$ cat src/rtl/serial_right_shifter.sv
// serial_right_shifter
//
// Multi-cycle right shifter: captures an operand, shift amount and mode on a
// start strobe, shifts right one bit per clock, then presents the result on
// y together with a one-cycle done pulse.
//
// Ports:
//   clk    - clock, all state updates on the rising edge
//   rst_n  - asynchronous active-low reset
//   start  - request strobe, only looked at while idle
//   a      - operand, captured when start is accepted
//   s      - shift amount (0 .. 2^SW-1), captured when start is accepted
//   mode   - 00 logical, 01 arithmetic, 10 rotate, 11 logical
//   busy   - high whenever an operation is in progress
//   done   - one-cycle pulse, y carries the new result
//   y      - registered result, held until the next completion or reset
module serial_right_shifter #(
  parameter int W  = 8,
  parameter int SW = 3
) (
  input  logic          clk,
  input  logic          rst_n,
  input  logic          start,
  input  logic [W-1:0]  a,
  input  logic [SW-1:0] s,
  input  logic [1:0]    mode,
  output logic          busy,
  output logic          done,
  output logic [W-1:0]  y
);

  localparam logic [1:0] IDLE  = 2'd0;
  localparam logic [1:0] SHIFT = 2'd1;
  localparam logic [1:0] FIN   = 2'd2;

  localparam logic [1:0] MODE_ARITH  = 2'b01;
  localparam logic [1:0] MODE_ROTATE = 2'b10;

  logic [1:0]    state;
  logic [W-1:0]  work;
  logic [SW-1:0] cnt;
  logic [1:0]    mode_r;
  logic [W-1:0]  y_r;

  // One-bit right shift; only the bit entering the MSB depends on the mode.
  // Mode 11 falls into the logical case.
  function automatic logic [W-1:0] shift_step(input logic [W-1:0] v,
                                              input logic [1:0]   m);
    logic msb_in;
    case (m)
      MODE_ARITH:  msb_in = v[W-1];
      MODE_ROTATE: msb_in = v[0];
      default:     msb_in = 1'b0;
    endcase
    return {msb_in, v[W-1:1]};
  endfunction

  always_ff @(posedge clk or negedge rst_n) begin
    if (!rst_n) begin
      state  <= IDLE;
      work   <= '0;
      cnt    <= '0;
      mode_r <= 2'b00;
      y_r    <= '0;
    end else begin
      case (state)
        IDLE: begin
          if (start) begin
            work   <= a;
            cnt    <= s;
            mode_r <= mode;
            state  <= SHIFT;
          end
        end
        SHIFT: begin
          if (cnt != '0) begin
            work <= shift_step(work, mode_r);
            cnt  <= cnt - SW'(1);
          end else begin
            y_r   <= work;
            state <= FIN;
          end
        end
        FIN: begin
          state <= IDLE;
        end
        default: begin
          state <= IDLE;
        end
      endcase
    end
  end

  // Status outputs are pure decodes of the registered state, so start has no
  // combinational path to them and reset clears them immediately.
  assign busy = (state != IDLE);
  assign done = (state == FIN);
  assign y    = y_r;

endmodule
$ cat config.mk
export PLATFORM = sky130hd
export DESIGN_NAME = serial_right_shifter
export DESIGN_NICKNAME = d
export VERILOG_FILES = /design/src/rtl/serial_right_shifter.sv
export SDC_FILE = /design/constraint.sdc
export NUM_CORES = 1
export LEC_CHECK = 0
export ABC_AREA = 0
export CAP_MARGIN = 25
export CORE_MARGIN = 3
export CORE_UTILIZATION = 40
export CTS_CLUSTER_DIAMETER = 30
export DETAILED_ROUTE_END_ITERATION = 7
export PLACE_DENSITY = 0.74
export SLEW_MARGIN = 5
export SYNTH_ARGS = -nofsm -noshare
export SYNTH_HDL_FRONTEND = slang
export SYNTH_SLANG_ARGS = --single-unit
$ cat constraint.sdc
create_clock -name clk -period 1.4 [get_ports clk]
set_input_delay 0.14 -clock clk [delete_from_list [all_inputs] [get_ports clk]]
set_output_delay 0.14 -clock clk [all_outputs]
set_load 0.02 [all_outputs]
==> impl_metrics.py, run 1 <==
metrics = {
    "clock_tree": {
        "htreeDepth": 1,
        "clockBufferDepth": 2,
        "cts-root-buf": "clkbuf_4",
        "numCtsBuffers": 3,
        "cts_sinks": 23,
        "cts.clk_slew.worst_paths_ps": 130,
        "clock_latency_ps": 310,
        "cts_tree": "yes",
        "cts_hold_buf": 0,
    },
    "floorplan": {
        "coreArea_mm2": 0.00257,
        "die_w_um": 59.1,
        "die-area_mm2": 0.00349,
        "die_y_um": 59.1,
        "ioPinCount": 26,
        "rows": 18,
        "initial_utilization": 0.440,
    },
    "synthesis": {
        "synth.avg_cell_area_um2": 12.4,
        "synth-edff-count": 0,
        "async_flop_share": 1.00,
        "syn_area_mm2": 0.00113,
        "synth_largest_area_cell": "dfrtp_1",
        "synth-seq-cells": 23,
        "synth_cells": 91,
        "yosys-top-cells-area": "dfrtp_1 (51%), mux2_4 (11%), mux2i_1 (8.9%), a21oi_1 (7.1%), ha_1 (2.2%)",
        "yosys_warnings": 0,
        "yosysTopAreaCellShare": 0.510,
        "ys_seq_area_frac": 0.510,
        "syn_nets": 109,
        "yosysUniqueCellTypes": 28,
        "synth_ff_type": "dfrtp_1",
    },
    "worst_setup_path": {
        "cp-end-kind": "register",
        "slowest_delay_ps": 380,
        "slowest_stage": "or3b_4",
        "cp_cell_sequence": "inv_2, buf_4, ha_4, or3b_4, a31oi_4, a21oi_1",
        "worstPathMaxFanout": 2,
        "startpoint_type": "register",
        "r2r_cells": 6,
        "rrSetupSlack_ps": 10,
        "reg2reg_from": "cnt[0]",
        "required_ps": 1610,
        "r2r_end": "cnt[2]",
        "arrival_ps": 1600,
        "crit_type": "reg2reg",
    },
    "placed_design": {
        "dpl-instance-area_mm2": 0.00149,
        "globalplace.congestion": 0.750,
        "hpwl_mm": 1.73,
        "port_buffers": 25,
    },
    "detailed_routing": {
        "vias": 856,
        "first_pass_iters": 4,
        "avgRoutedWirePerCell_um": 15.4,
        "ant_nets": 0,
        "drc": 0,
        "drt_iter0_markers": 10,
        "viasPerCell": 5.25,
        "wirelength_mm": 2.51,
    },
    "grt": {
        "grt-ovfl-total": 0,
        "grt_max_degree": 24,
        "grt_util_all_layers": 0.156,
        "grt_antenna_before_repair": 0,
        "grt_pass1_vias": 865,
        "grt_first_pass_wirelength_mm": 4.04,
    },
    "layout": {
        "postLayoutCellArea_mm2": 0.00169,
        "layout_commonest_cell": "dfrtp_1",
        "n_antenna_cell": 0,
        "final_cell_mix": "dfrtp_1 (22), clkdlybuf4s50_1 (15), buf_4 (11)",
        "syn_to_final_growth_pct": 49.3,
        "layout-drive-gt1-share": 0.414,
        "nets": 152,
    },
    "sta": {
        "tightestPinTransition_ps": 274,
        "setup_tns_ps": 0,
        "rsz0062_at_grt": "true",
        "slew_headroom": 0.815,
        "period_share": 0.990,
        "period_minus_slack_ps": 1390,
        "slew_violations": 0,
        "clock.fmax_ghz": 0.721,
        "hold_viol": 0,
        "skew_ps": 1.75,
        "setup-violations-final": 0,
    },
    "power": {
        "leakage_nw": 0.724,
        "power_density_mw_per_mm2": 2420,
        "worst_ir_drop_vdd_v": 0.00144,
    },
    "run_status": {
        "outcome": "finished clean",
    },
    "flow_run": {
        "drv_cap": 0,
    },
    "worst_hold_path": {
        "min_path_type": "in2async",
    },
}
-- layout make-up --
cell class | instances | area, µm²
inverters | 3 | 11.3
fillers | 204 | 882
well taps | 30 | 37.5
clock buffers | 3 | 22.5
flip-flops and latches | 23 | 577
clock inverters | 1 | 5.00
multi-input cells | 60 | 631
repair buffers | 43 | 402
-- critical path: cells and delay by family, from the launching register on --
family                   cells  cell delay, ps
AND/OR/NAND/NOR              1             380
flip-flops                   1             370
buffers and inverters        2             190
AO/OA/AOI/OAI                2             180
adder cells (fa/ha/maj)      1             160
-- routing by layer --
metal | GRT usage | vias to the layer above | share of wire | wire [µm]
met5 | 0 | - | 0 | 0
met4 | 0.0680 | 0 | 0.0056 | 14
met3 | 0.0414 | 2 | 0.043 | 109
met2 | 0.249 | 16 | 0.50 | 1240
met1 | 0.199 | 424 | 0.45 | 1140
li1 | - | 414 | - | -
-- worst max path at each step --
stage                     startpoint  slack, ps      end
after detailed placement      cnt[0]        -10     y[5]
after global routing          cnt[0]        -60     y[7]
after floorplan               cnt[0]         40     y[0]
final                         cnt[0]         10   cnt[2]
after CTS                   state[0]         10   cnt[2]
after global placement      state[0]          9  work[7]
-- repair_timing --
item | in CTS | in global routing
cloned | 0 | 0
pin swaps | 1 | 10
endpoints found under the setup margin | 28 | 21
resized for setup | 27 | 26
endpoints found under the hold margin | 0 | 0
setup buffers | 2 | 2
-- state kept, by name, summed over array words and instances, names as in the netlist --
| name | flops |
|---|---|
| y | 8 |
| cnt | 3 |
| work | 8 |
| state | 2 |
| mode_r | 2 |
-- per-stage QoR --
step	instances	setup WS [ps]	power [mW]	hold WS [ps]	utilization
floorplan	91	41.4	2.56	-156	-
global placement	155	9.31	3.29	481	0.580
detailed placement	155	-13.2	3.33	498	0.580
CTS	161	10.4	3.74	159	0.613
global route	163	-56.9	4.39	147	0.656
finish	163	13.6	4.08	155	0.656
-- power by group --
| group | switching, mW | internal (mW) |
|---|---|---|
| Sequential | 0.284 | 1.01 |
| Clock | 0.204 | 0.107 |
| Combinational | 1.09 | 1.38 |
| Total | 1.58 | 2.50 |
-- Yosys cell counts, drive strengths merged (2+ instances only) --
cell type and n:
nor3b 2, nor2b 2, inv 3, nor2 2, a31oi 3, mux2i 10, buf 5, nand3b 2
mux2 10, ha 2, dfrtp 23, a21oi 16
-- cell families after synthesis --
logic type / share of synthesized area
buffers and inverters: 0.0399
AND/OR/NAND/NOR: 0.0898
adder cells (fa/ha/maj): 0.0222
multiplexers: 0.215
AO/OA/AOI/OAI: 0.123
flip-flops: 0.510
Note: power is estimated with default switching activity, not from simulation.
==> run 2, diff against run 1 <==
--- a/config.mk
+++ b/config.mk
@@ -7,4 +7,5 @@
 export LEC_CHECK = 0
 export ABC_AREA = 0
+export ABC_CLOCK_PERIOD_IN_PS = 1400
 export CAP_MARGIN = 25
 export CORE_MARGIN = 3
==> constraint.sdc (replaced) <==
create_clock -name clk -period 1.4 [get_ports clk]
set_input_delay 0.14 -clock clk [delete_from_list [all_inputs] [get_ports clk]]
set_output_delay 0.14 -clock clk [all_outputs]
set_load 0.01 [all_outputs]
==> run 2 against run 1 <==
Effect of this change:
- the run now ends with setup timing left
- sequential power hardly changed
- clock power increased by 2%
- first-iteration DRC count grew 90%
- non-clock buffer count grew 2
- critical path type unchanged
- critical endpoint unchanged
- largest power group unchanged
==> impl_metrics.py, run 2 (synthesized netlist as in run 1, its figures left out) <==
metrics = {
    "sta": {
        "setup_tns_ps": -226,
        "slew_violations": 0,
        "slew_headroom": 0.801,
        "fin_ws_ps": -43.1,
        "period_share": 1.03,
        "tightestPinTransition_ps": 298,
        "setup-violations-final": 12,
        "clock.fmax_ghz": 0.693,
        "rsz0062_at_grt": "true",
        "period_minus_slack_ps": 1440,
        "hold_viol": 0,
        "skew_ps": 8.93,
    },
    "worst_setup_path": {
        "rrSetupSlack_ps": -40,
        "startpoint_type": "register",
        "r2r_end": "cnt[2]",
        "required_ps": 1620,
        "worstSetupEndpoint": "cnt[2]",
        "arrival_ps": 1660,
        "worstPathMaxFanout": 2,
        "crit_type": "reg2reg",
        "r2r_cells": 6,
        "crit_start": "cnt[0]",
        "reg2reg_from": "cnt[0]",
        "cp-end-kind": "register",
    },
    "power": {
        "pwr-share-clk": 0.081,
        "leakage_nw": 0.776,
        "worst_ir_drop_vdd_v": 0.00155,
        "comb_power_share": 0.592,
        "power_density_mw_per_mm2": 2340,
        "power_frac_seq": 0.327,
        "power_mw": 3.92,
        "netSwitchingPower_mw": 1.44,
        "switching_share": 0.369,
        "p_int_mw": 2.47,
    },
    "grt": {
        "grt_antenna_before_repair": 0,
        "grt_pass1_vias": 856,
        "busiest_layer": "met2",
        "grtUsageMet1": 0.196,
        "grt_util_all_layers": 0.146,
        "grt_use_met3": 0.0261,
        "use_met2": 0.232,
        "grt_first_pass_wirelength_mm": 3.80,
        "grt_max_degree": 24,
        "grt-ovfl-total": 0,
    },
    "placed_design": {
        "hpwl_mm": 1.76,
        "port_buffers": 25,
        "dp_cells": 155,
        "dpl-instance-area_mm2": 0.00149,
        "place_ws_ps": -25.9,
        "globalplace.congestion": 0.719,
    },
    "detailed_routing": {
        "drt_iter0_markers": 19,
        "ant_nets": 0,
        "drc": 0,
        "avgRoutedWirePerCell_um": 15.5,
        "wirelength_mm": 2.56,
        "first_pass_iters": 4,
        "viasPerCell": 5.21,
        "vias": 860,
    },
    "clock_tree": {
        "cts_tree": "yes",
        "clockBufferDepth": 2,
        "clock_latency_ps": 310,
        "numCtsBuffers": 3,
        "cts-root-buf": "clkbuf_4",
        "cts.clk_slew.worst_paths_ps": 140,
        "htreeDepth": 1,
        "cts_sinks": 23,
        "cts_hold_buf": 0,
    },
    "layout": {
        "final_cell_mix": "dfrtp_1 (22), clkdlybuf4s50_1 (16), buf_4 (14)",
        "nets": 154,
        "multi_input_area_um2": 586,
        "fin_cells": 165,
        "layout_commonest_cell": "dfrtp_1",
        "postLayoutCellArea_mm2": 0.00168,
        "nFillCells": 208,
        "n_antenna_cell": 0,
        "regArea_um2": 577,
        "syn_to_final_growth_pct": 48.4,
        "layout-drive-gt1-share": 0.393,
    },
    "floorplan": {
        "die-area_mm2": 0.00349,
        "die_y_um": 59.1,
        "initial_utilization": 0.440,
        "rows": 18,
        "ioPinCount": 26,
        "die_w_um": 59.1,
        "coreArea_mm2": 0.00257,
    },
    "flow_run": {
        "drv_cap": 0,
    },
    "run_status": {
        "failed_checks": "setup timing",
        "outcome": "finished with violations",
    },
    "worst_hold_path": {
        "min_path_type": "in2async",
    },
}
[run 2: critical path, stage by stage, from the launching register on]
cell and delay (ps):
dfrtp_1 380, inv_2 60, buf_6 120, ha_4 150, or3b_1 390, a31oi_2 190
a21oi_1 60
[run 2: per-stage QoR]
stage / util / hold slack, ps
floorplan: - / -156
global placement: 0.579 / 485
detailed placement: 0.579 / 503
CTS: 0.611 / 162
global route: 0.653 / 154
finish: 0.653 / 156
[run 2: repair_timing]
action | in CTS | in global routing
pin swaps | 2 | 4
setup buffers | 2 | 4
endpoints found under the setup margin | 12 | 29
resized for setup | 15 | 24
[run 2: per-layer routing]
metal  part of all wire  vias up  wire (µm)
met1               0.45      429       1160
li1                   -      418          -
met5                  0        -          0
met4             0.0078        0         20
met2               0.51       11       1310
met3              0.027        2         68
[run 2: cell type report]
cell class	count	area share
Tap cell	30	0.0224
Timing Repair Buffer	45	0.261
Inverter	3	0.00672
Clock inverter	1	0.00299
Multi-Input combinational cell	60	0.350
Clock buffer	3	0.0134
Sequential cell	23	0.344
[run 2: worst min path at each step]
stage                            to  slack [ps]  cells past startpoint
after CTS                      y[4]         160                      2
after detailed placement  mode_r[1]         500                      1
final                        cnt[1]         160                      2
after global routing         cnt[1]         150                      2
after floorplan              cnt[0]        -160                      0
after global placement    mode_r[1]         490                      1
[run 2: power groups by stage]
stage / clock (mW) / sequential [mW] / combinational (mW)
6_report: 0.317 / 1.28 / 2.32
5_1_grt: 0.360 / 1.31 / 2.52
3_3_place_gp: 0 / 1.27 / 1.91
4_1_cts: 0.319 / 1.26 / 2.11
3_5_place_dp: 0 / 1.28 / 1.96
2_1_floorplan: 0 / 1.26 / 1.19
